`config.mk`:
```
export PLATFORM = sky130hd
export DESIGN_NAME = ctrl_pipe
export DESIGN_NICKNAME = d
export VERILOG_FILES = /design/src/rtl/ctrl_pkg.sv /design/src/rtl/hazard_unit.sv /design/src/rtl/ctrl_pipe.sv
export SDC_FILE = /design/constraint.sdc
export NUM_CORES = 1
export LEC_CHECK = 0
export CAP_MARGIN = 20
export CORE_UTILIZATION = 35
export DETAILED_ROUTE_END_ITERATION = 6
export GPL_TIMING_DRIVEN = 1
export PLACE_DENSITY_LB_ADDON = 0.1
export SETUP_SLACK_MARGIN = 0.4
export SLEW_MARGIN = 20
export SYNTH_ARGS = -nofsm -noshare
export SYNTH_HDL_FRONTEND = slang
export SYNTH_SLANG_ARGS = --single-unit
```
`constraint.sdc`:
```
create_clock -name clk -period 2.71 [get_ports clk]
set_input_delay 0.542 -clock clk [delete_from_list [all_inputs] [get_ports clk]]
set_output_delay 0.542 -clock clk [all_outputs]
set_load 0.01 [all_outputs]
```
`src/rtl/ctrl_pkg.sv`:
```
// ctrl_pkg: shared encodings and pipeline control bundles for ctrl_pipe.
//   ALUOp classes, pc_src and forward-select encodings, and the packed
//   control structs held in the ID/EX, EX/MEM and MEM/WB registers along
//   with their bubble values. Register indices live outside the structs so
//   the index width can stay a module parameter.
package ctrl_pkg;

   localparam logic [1:0] ALUOP_ADD   = 2'b00;
   localparam logic [1:0] ALUOP_SUB   = 2'b01;
   localparam logic [1:0] ALUOP_FUNCT = 2'b10;

   typedef enum logic [1:0] {
      PCSRC_SEQ = 2'b00,
      PCSRC_BR  = 2'b01,
      PCSRC_J   = 2'b10
   } pc_src_e;

   typedef enum logic [1:0] {
      FWD_RF  = 2'b00,
      FWD_WB  = 2'b01,
      FWD_MEM = 2'b10
   } fwd_sel_e;

   typedef struct packed {
      logic       valid;
      logic       reg_dst;
      logic       alu_src;
      logic [1:0] alu_op;
      logic       mem_read;
      logic       mem_write;
      logic       branch;
      logic       memto_reg;
      logic       reg_write;
   } idex_ctrl_t;

   typedef struct packed {
      logic mem_read;
      logic mem_write;
      logic branch;
      logic memto_reg;
      logic reg_write;
      logic zero;
   } exmem_ctrl_t;

   typedef struct packed {
      logic memto_reg;
      logic reg_write;
   } memwb_ctrl_t;

   localparam idex_ctrl_t  IDEX_BUBBLE  = '0;
   localparam exmem_ctrl_t EXMEM_BUBBLE = '0;
   localparam memwb_ctrl_t MEMWB_BUBBLE = '0;

endpackage

```
`src/rtl/hazard_unit.sv`:
```
// hazard_unit: load-use / RAW stall detection and ALU operand forwarding.
//   Build option: define FWD_EN to enable the forwarding unit. Without it
//   the forward selects are tied to FWD_RF and any RAW against a writer in
//   EX or MEM stalls instead.
// Ports:
//   i_id_valid, i_id_rs, i_id_rt         instruction in ID
//   i_ex_rs, i_ex_rt                     source indices of the EX instruction
//   i_ex_dst, i_ex_reg_write, i_ex_mem_read   destination/controls in EX
//   i_mem_dst, i_mem_reg_write           destination/controls in MEM
//   i_wb_dst, i_wb_reg_write             destination/controls in WB
//   o_stall                              hazard requires a bubble
//   o_fwd_a, o_fwd_b                     operand selects for ex_rs / ex_rt
module hazard_unit
   import ctrl_pkg::*;
#(
   parameter int REG_W = 5
) (
   input  logic             i_id_valid,
   input  logic [REG_W-1:0] i_id_rs,
   input  logic [REG_W-1:0] i_id_rt,
   input  logic [REG_W-1:0] i_ex_rs,
   input  logic [REG_W-1:0] i_ex_rt,
   input  logic [REG_W-1:0] i_ex_dst,
   input  logic             i_ex_reg_write,
   input  logic             i_ex_mem_read,
   input  logic [REG_W-1:0] i_mem_dst,
   input  logic             i_mem_reg_write,
   input  logic [REG_W-1:0] i_wb_dst,
   input  logic             i_wb_reg_write,
   output logic             o_stall,
   output logic [1:0]       o_fwd_a,
   output logic [1:0]       o_fwd_b
);

   // r0 is hard-wired zero, so it never creates a dependency.
   function automatic logic hit(input logic [REG_W-1:0] dst, input logic [REG_W-1:0] src);
      return (dst != '0) && (dst == src);
   endfunction

   logic w_load_use;
   assign w_load_use = i_id_valid & i_ex_mem_read &
                       (hit(i_ex_dst, i_id_rs) | hit(i_ex_dst, i_id_rt));

`ifdef FWD_EN
   // EX/MEM holds the younger result, so it wins over MEM/WB.
   always_comb begin
      o_fwd_a = FWD_RF;
      o_fwd_b = FWD_RF;
      if (i_mem_reg_write & hit(i_mem_dst, i_ex_rs))     o_fwd_a = FWD_MEM;
      else if (i_wb_reg_write & hit(i_wb_dst, i_ex_rs))  o_fwd_a = FWD_WB;
      if (i_mem_reg_write & hit(i_mem_dst, i_ex_rt))     o_fwd_b = FWD_MEM;
      else if (i_wb_reg_write & hit(i_wb_dst, i_ex_rt))  o_fwd_b = FWD_WB;
   end

   assign o_stall = w_load_use;

   logic w_unused;
   assign w_unused = i_ex_reg_write;
`else
   // Without forwarding, wait until the producer reaches WB; the register
   // file writes before it reads, so WB itself needs no stall.
   logic w_raw;
   assign w_raw = i_id_valid &
                  ((i_ex_reg_write  & (hit(i_ex_dst,  i_id_rs) | hit(i_ex_dst,  i_id_rt))) |
                   (i_mem_reg_write & (hit(i_mem_dst, i_id_rs) | hit(i_mem_dst, i_id_rt))));

   assign o_stall = w_load_use | w_raw;
   assign o_fwd_a = FWD_RF;
   assign o_fwd_b = FWD_RF;

   logic w_unused;
   assign w_unused = ^{i_ex_rs, i_ex_rt, i_wb_dst, i_wb_reg_write};
`endif

endmodule

```
`src/rtl/ctrl_pipe.sv`:
```
// ctrl_pipe: carries decoded control from ID through ID/EX, EX/MEM and
//   MEM/WB, drives each stage's controls, inserts bubbles on hazards and
//   redirects the PC on taken branches (resolved in MEM) and jumps (in ID).
//   Build option: FWD_EN enables operand forwarding (see hazard_unit).
// Ports:
//   clk, rst                 clock, synchronous active-high reset
//   id_*                     decoder outputs and register fields of ID
//   ex_zero                  ALU zero flag of the instruction in EX
//   ex_RegDst/ALUSrc/ALUOp   EX mux selects and ALU class
//   ex_rs, ex_rt             EX source indices
//   mem_MemRead/MemWrite     data-memory strobes
//   wb_RegWrite/MemtoReg/dst write-back controls
//   stall, if_flush, pc_src  front-end control (combinational)
//   fwd_a, fwd_b             ALU operand forward selects (combinational)
module ctrl_pipe
   import ctrl_pkg::*;
#(
   parameter int REG_W = 5
) (
   input  logic             clk,
   input  logic             rst,
   input  logic             id_valid,
   input  logic             id_RegDst,
   input  logic             id_ALUSrc,
   input  logic             id_MemtoReg,
   input  logic             id_RegWrite,
   input  logic             id_MemRead,
   input  logic             id_MemWrite,
   input  logic             id_Branch,
   input  logic             id_Jump,
   input  logic [1:0]       id_ALUOp,
   input  logic [REG_W-1:0] id_rs,
   input  logic [REG_W-1:0] id_rt,
   input  logic [REG_W-1:0] id_rd,
   input  logic             ex_zero,
   output logic             ex_RegDst,
   output logic             ex_ALUSrc,
   output logic [1:0]       ex_ALUOp,
   output logic [REG_W-1:0] ex_rs,
   output logic [REG_W-1:0] ex_rt,
   output logic             mem_MemRead,
   output logic             mem_MemWrite,
   output logic             wb_RegWrite,
   output logic             wb_MemtoReg,
   output logic [REG_W-1:0] wb_dst,
   output logic             stall,
   output logic             if_flush,
   output logic [1:0]       pc_src,
   output logic [1:0]       fwd_a,
   output logic [1:0]       fwd_b
);

   idex_ctrl_t       r_idex;
   logic [REG_W-1:0] r_ex_rs, r_ex_rt, r_ex_rd;
   exmem_ctrl_t      r_exmem;
   logic [REG_W-1:0] r_mem_dst;
   memwb_ctrl_t      r_memwb;
   logic [REG_W-1:0] r_wb_dst;

   logic [REG_W-1:0] w_ex_dst;
   logic             w_branch_taken;
   logic             w_hz_stall;
   logic             w_idex_load;
   logic [1:0]       w_fwd_a, w_fwd_b;

   assign w_ex_dst       = r_idex.reg_dst ? r_ex_rd : r_ex_rt;
   assign w_branch_taken = r_exmem.branch & r_exmem.zero;
   // Jumps redirect from ID and never need EX, so they enter ID/EX as bubbles.
   assign w_idex_load    = id_valid & ~id_Jump & ~w_hz_stall & ~w_branch_taken;

   hazard_unit #(.REG_W(REG_W)) u_hazard (
      .i_id_valid      (id_valid),
      .i_id_rs         (id_rs),
      .i_id_rt         (id_rt),
      .i_ex_rs         (r_ex_rs),
      .i_ex_rt         (r_ex_rt),
      .i_ex_dst        (w_ex_dst),
      .i_ex_reg_write  (r_idex.reg_write),
      .i_ex_mem_read   (r_idex.mem_read),
      .i_mem_dst       (r_mem_dst),
      .i_mem_reg_write (r_exmem.reg_write),
      .i_wb_dst        (r_wb_dst),
      .i_wb_reg_write  (r_memwb.reg_write),
      .o_stall         (w_hz_stall),
      .o_fwd_a         (w_fwd_a),
      .o_fwd_b         (w_fwd_b)
   );

   // Priority: taken branch > stall > jump. A stalled jump waits in ID.
   // Reset masks everything so nothing redirects while the pipe is cleared.
   always_comb begin
      // NOTE: every output gets a default first so no path leaves a latch.
      stall    = 1'b0;
      if_flush = 1'b0;
      pc_src   = PCSRC_SEQ;
      fwd_a    = FWD_RF;
      fwd_b    = FWD_RF;
      if (!rst) begin
         fwd_a = w_fwd_a;
         fwd_b = w_fwd_b;
         if (w_branch_taken) begin
            pc_src   = PCSRC_BR;
            if_flush = 1'b1;
         end else if (w_hz_stall) begin
            stall = 1'b1;
         end else if (id_valid & id_Jump) begin
            pc_src   = PCSRC_J;
            if_flush = 1'b1;
         end
      end
   end

   always_ff @(posedge clk) begin
      // NOTE: non-blocking assignments so every stage samples pre-edge values.
      if (rst) begin
         r_idex    <= IDEX_BUBBLE;
         r_ex_rs   <= '0;
         r_ex_rt   <= '0;
         r_ex_rd   <= '0;
         r_exmem   <= EXMEM_BUBBLE;
         r_mem_dst <= '0;
         r_memwb   <= MEMWB_BUBBLE;
         r_wb_dst  <= '0;
      end else begin
         if (w_idex_load) begin
            r_idex  <= '{valid: 1'b1, reg_dst: id_RegDst, alu_src: id_ALUSrc,
                         alu_op: id_ALUOp, mem_read: id_MemRead,
                         mem_write: id_MemWrite, branch: id_Branch,
                         memto_reg: id_MemtoReg, reg_write: id_RegWrite};
            r_ex_rs <= id_rs;
            r_ex_rt <= id_rt;
            r_ex_rd <= id_rd;
         end else begin
            r_idex  <= IDEX_BUBBLE;
            r_ex_rs <= '0;
            r_ex_rt <= '0;
            r_ex_rd <= '0;
         end

         // The branch in MEM squashes the instruction behind it in EX.
         if (w_branch_taken) begin
            r_exmem   <= EXMEM_BUBBLE;
            r_mem_dst <= '0;
         end else begin
            r_exmem   <= '{mem_read: r_idex.mem_read, mem_write: r_idex.mem_write,
                           branch: r_idex.branch, memto_reg: r_idex.memto_reg,
                           reg_write: r_idex.reg_write,
                           zero: ex_zero & r_idex.valid};
            r_mem_dst <= w_ex_dst;
         end

         r_memwb  <= '{memto_reg: r_exmem.memto_reg, reg_write: r_exmem.reg_write};
         r_wb_dst <= r_mem_dst;
      end
   end

   assign ex_RegDst    = r_idex.reg_dst;
   assign ex_ALUSrc    = r_idex.alu_src;
   assign ex_ALUOp     = r_idex.alu_op;
   assign ex_rs        = r_ex_rs;
   assign ex_rt        = r_ex_rt;
   assign mem_MemRead  = r_exmem.mem_read;
   assign mem_MemWrite = r_exmem.mem_write;
   assign wb_RegWrite  = r_memwb.reg_write;
   assign wb_MemtoReg  = r_memwb.memto_reg;
   assign wb_dst       = r_wb_dst;

endmodule
```
==> impl_metrics.tcl <==
set metrics [dict create \
    r2r_setup_slack_ps 660 \
    yosys-top-cells-area "dfxtp_1 51%, and2_4 9.8%, xor2_1 6.2%" \
    drive_above_1_share_pct 32.19 \
    ant_nets 0 \
    dieArea_sq_um 5112 \
    met3_usage_pct 5.767 \
    pin_count 60 \
    ctsHoldBuffers 0 \
    core-area_sq_um 4504 \
    critical_path_arrival_ps 2120 \
    period_share_pct 98.08 \
    cts_buffer_depth 2 \
    start_util_pct 37.53 \
    grt_first_pass_wirelength_um 5927 \
    grt_max_degree 14 \
    reg2regPathDepth 10 \
    reg2reg_to "r_ex_rd[4]$_SDFF_PP0_" \
    track_usage_pct 15.57 \
    maxCapViolations 0 \
    drtIter0Drc 60 \
    vias 1242 \
    yosys.cell_types.count 29 \
    p_leak_uw 0.001071 \
    startpoint_type "primary input" \
    worstPathMaxFanout 3 \
    setup_viol 0 \
    fin_nets 261 \
    grt_antenna_before_repair 0 \
    hold_viol 0 \
    hpwl_um 2741 \
    fillers 397 \
    top_usage_layer "met2" \
    netlist_instances 150 \
    use_met1_pct 18.37 \
    die_w_um 71.50 \
    drt_first_pass_iters 4 \
    worstReg2RegStart "ex_RegDst$_SDFF_PP0_" \
    synth_top_area_share_pct 50.93 \
    ys_seq_elements 43 \
    min_to "r_exmem[2]$_SDFF_PP0_" \
    ctsHtreeMaxLevel 2 \
    place_congestion 0.8562 \
    row_count 24 \
    clk_pin_slew_ps 70 \
    whs_path_depth 1 \
    crit_type "primary input to output port" \
    portBuffers 55 \
    finalClockSkew_ps 6.224 \
    grt_overflow 0 \
    remaining_drc_errors 0 \
    gr-usage-met2_pct 25.40 \
    yosys.area.top_type "dfxtp_1" \
    fin_area_sq_um 2611 \
    ir_drop_mv 0.2564 \
    synth_area_sq_um 1690 \
    numCtsBuffers 5 \
    period_needed_ps 2658 \
    cp-end-kind "output port" \
    die_h_um 71.50 \
    maxSlewViolCount 0 \
    clkLatencyLatePin_ps 290 \
    grt_pass1_vias 1265 \
    place_area_sq_um 2442 \
    cts_tree "yes" \
    seq_area_frac_synth_pct 50.93 \
    cts_sinks 43 \
    status "complete, no violations" \
    min_path_type "register to register" \
    root_buffer "clkbuf_8" \
    fmax_mhz 376.2 \
    syn_area_per_cell_sq_um 11.27 \
    rsz0062_at_grt "yes" \
    powerDensity_nw_per_um2 478.9 \
    ys_warn_count 0 \
    routedWlPerCell_um 12.57 \
    hold_start "r_idex[1]$_SDFF_PP0_" \
    cp_data_required_time_ps 2170 \
    routed_wl_um 3583 \
    syn2layout_area_growth_pct 54.48 \
    via_per_inst 4.358 \
    insertedDiodeCount 0 \
    utilization_pct 57.97 \
]
-- kinds of logic after synthesis --
logic type	Yosys count	share of synthesized area [%]
compound gates	5	1.924
xor+xnor	20	10.36
buf+inv	11	5.107
flops	43	50.93
mux	5	4.071
other cells	1	0.2218
simple gates	65	27.39
-- repair_timing --
| item | 4_1_cts | 5_1_grt |
|---|---|---|
| setup buffers | 5 | 0 |
| resized for setup | 23 | 1 |
| endpoints found under the setup margin | 25 | 3 |
| pin swaps | 7 | 2 |
-- power breakdown --
group	leakage, uW	internal [uW]	switching, uW
registers	0.000349	646	7.92
clock network	0.0000515	233	206
logic	0.000670	97.9	61.2
total	0.00107	976	275
-- layout by cell type (no fill, tap or decap), types with 2 or more instances in the layout --
master / count
and2_1: 5
and2_2: 5
and2_4: 19
buf_2: 3
buf_4: 24
buf_6: 2
clkbuf_8: 7
clkdlybuf4s50_1: 49
conb_1: 4
dfxtp_1: 42
dlygate4sd2_1: 3
mux2i_4: 4
nand2_1: 4
nand3_1: 3
nor2_1: 9
nor2b_1: 7
nor3_1: 2
nor4_4: 2
xnor2_1: 8
xor2_1: 11
-- worst max-delay path, stage by stage --
cell             delay [ps]
clkdlybuf4s50_1         500
xor2_1                  200
nor3_1                  180
nand3_1                 110
a21oi_2                 170
nor3_2                   80
a41o_1                  200
buf_2                   140
-- per-stage QoR --
| step | cells | total power, uW | hold slack (ps) | TNS (ps) | worst slack, ps |
|---|---|---|---|---|---|
| 3_5_place_dp | 272 | 821.9 | 413.1 | -1138 | -376.0 |
| 3_3_place_gp | 271 | 818.1 | 409.1 | -7779 | -367.7 |
| 4_1_cts | 285 | 1266 | 431.4 | 0 | 19.40 |
| 5_1_grt | 285 | 1304 | 448.8 | -87.72 | -60.91 |
| 2_1_floorplan | 153 | 737.5 | 405.7 | 0 | 401.3 |
| 6_report | 285 | 1251 | 429.0 | 0 | 52.13 |
-- worst max-delay path by stage --
| stage | slack, ps | cells after the start | start | endpoint |
|---|---|---|---|---|
| 4_1_cts | 20 | 9 | ex_RegDst$_SDFF_PP0_ | if_flush |
| 3_3_place_gp | -370 | 6 | id_rt[4] | pc_src[1] |
| 6_report | 50 | 8 | id_rs[1] | if_flush |
| 2_1_floorplan | 400 | 7 | ex_RegDst$_SDFF_PP0_ | if_flush |
| 5_1_grt | -60 | 8 | ex_RegDst$_SDFF_PP0_ | if_flush |
| 3_5_place_dp | -380 | 8 | id_rt[4] | pc_src[1] |
-- metal layers --
metal  vias up  share of wire, %
met5         -                 0
met4         0               1.9
met3         7               6.8
met2        51                49
met1       548                43
li1        636                 -
-- registers in the layout (all words and copies together) (netlist names) --
name and flops:
ex_rs 5, r_mem_dst 5, mem_MemWrite 1, ex_RegDst 1, wb_RegWrite 1, ex_ALUSrc 1, r_idex 6, wb_dst 5
mem_MemRead 1, ex_ALUOp 2, ex_rt 5, r_ex_rd 5, wb_MemtoReg 1, r_exmem 4
-- final cells by class --
class                   instances  area (sq um)  share of cell area (%)
flip-flops and latches         43         862.1                   33.01
multi-input cells              99         825.8                   31.62
repair buffers                 82         754.5                   28.89
clock buffers                   8         100.1                   3.833
well taps                      52         65.06                   2.492
inverters                       1         3.754                  0.1437
-- Yosys cell counts (all sizes together) --
| cell type | count |
|---|---|
| and4 | 1 |
| a41o | 1 |
| nor2 | 9 |
| a21oi | 2 |
| or4 | 1 |
| clkbuf | 1 |
| nand2 | 4 |
| xor2 | 12 |
| nand3 | 4 |
| and2 | 29 |
| nand3b | 1 |
| o211ai | 1 |
| inv | 1 |
| conb | 1 |
| nor3 | 3 |
| o21ai | 1 |
| nor4 | 4 |
| dfxtp | 43 |
| and3 | 1 |
| xnor2 | 8 |
| nor4b | 1 |
| nor2b | 7 |
| mux2i | 5 |
| buf | 9 |
No activity file was read; power rests on OpenSTA's default activity.
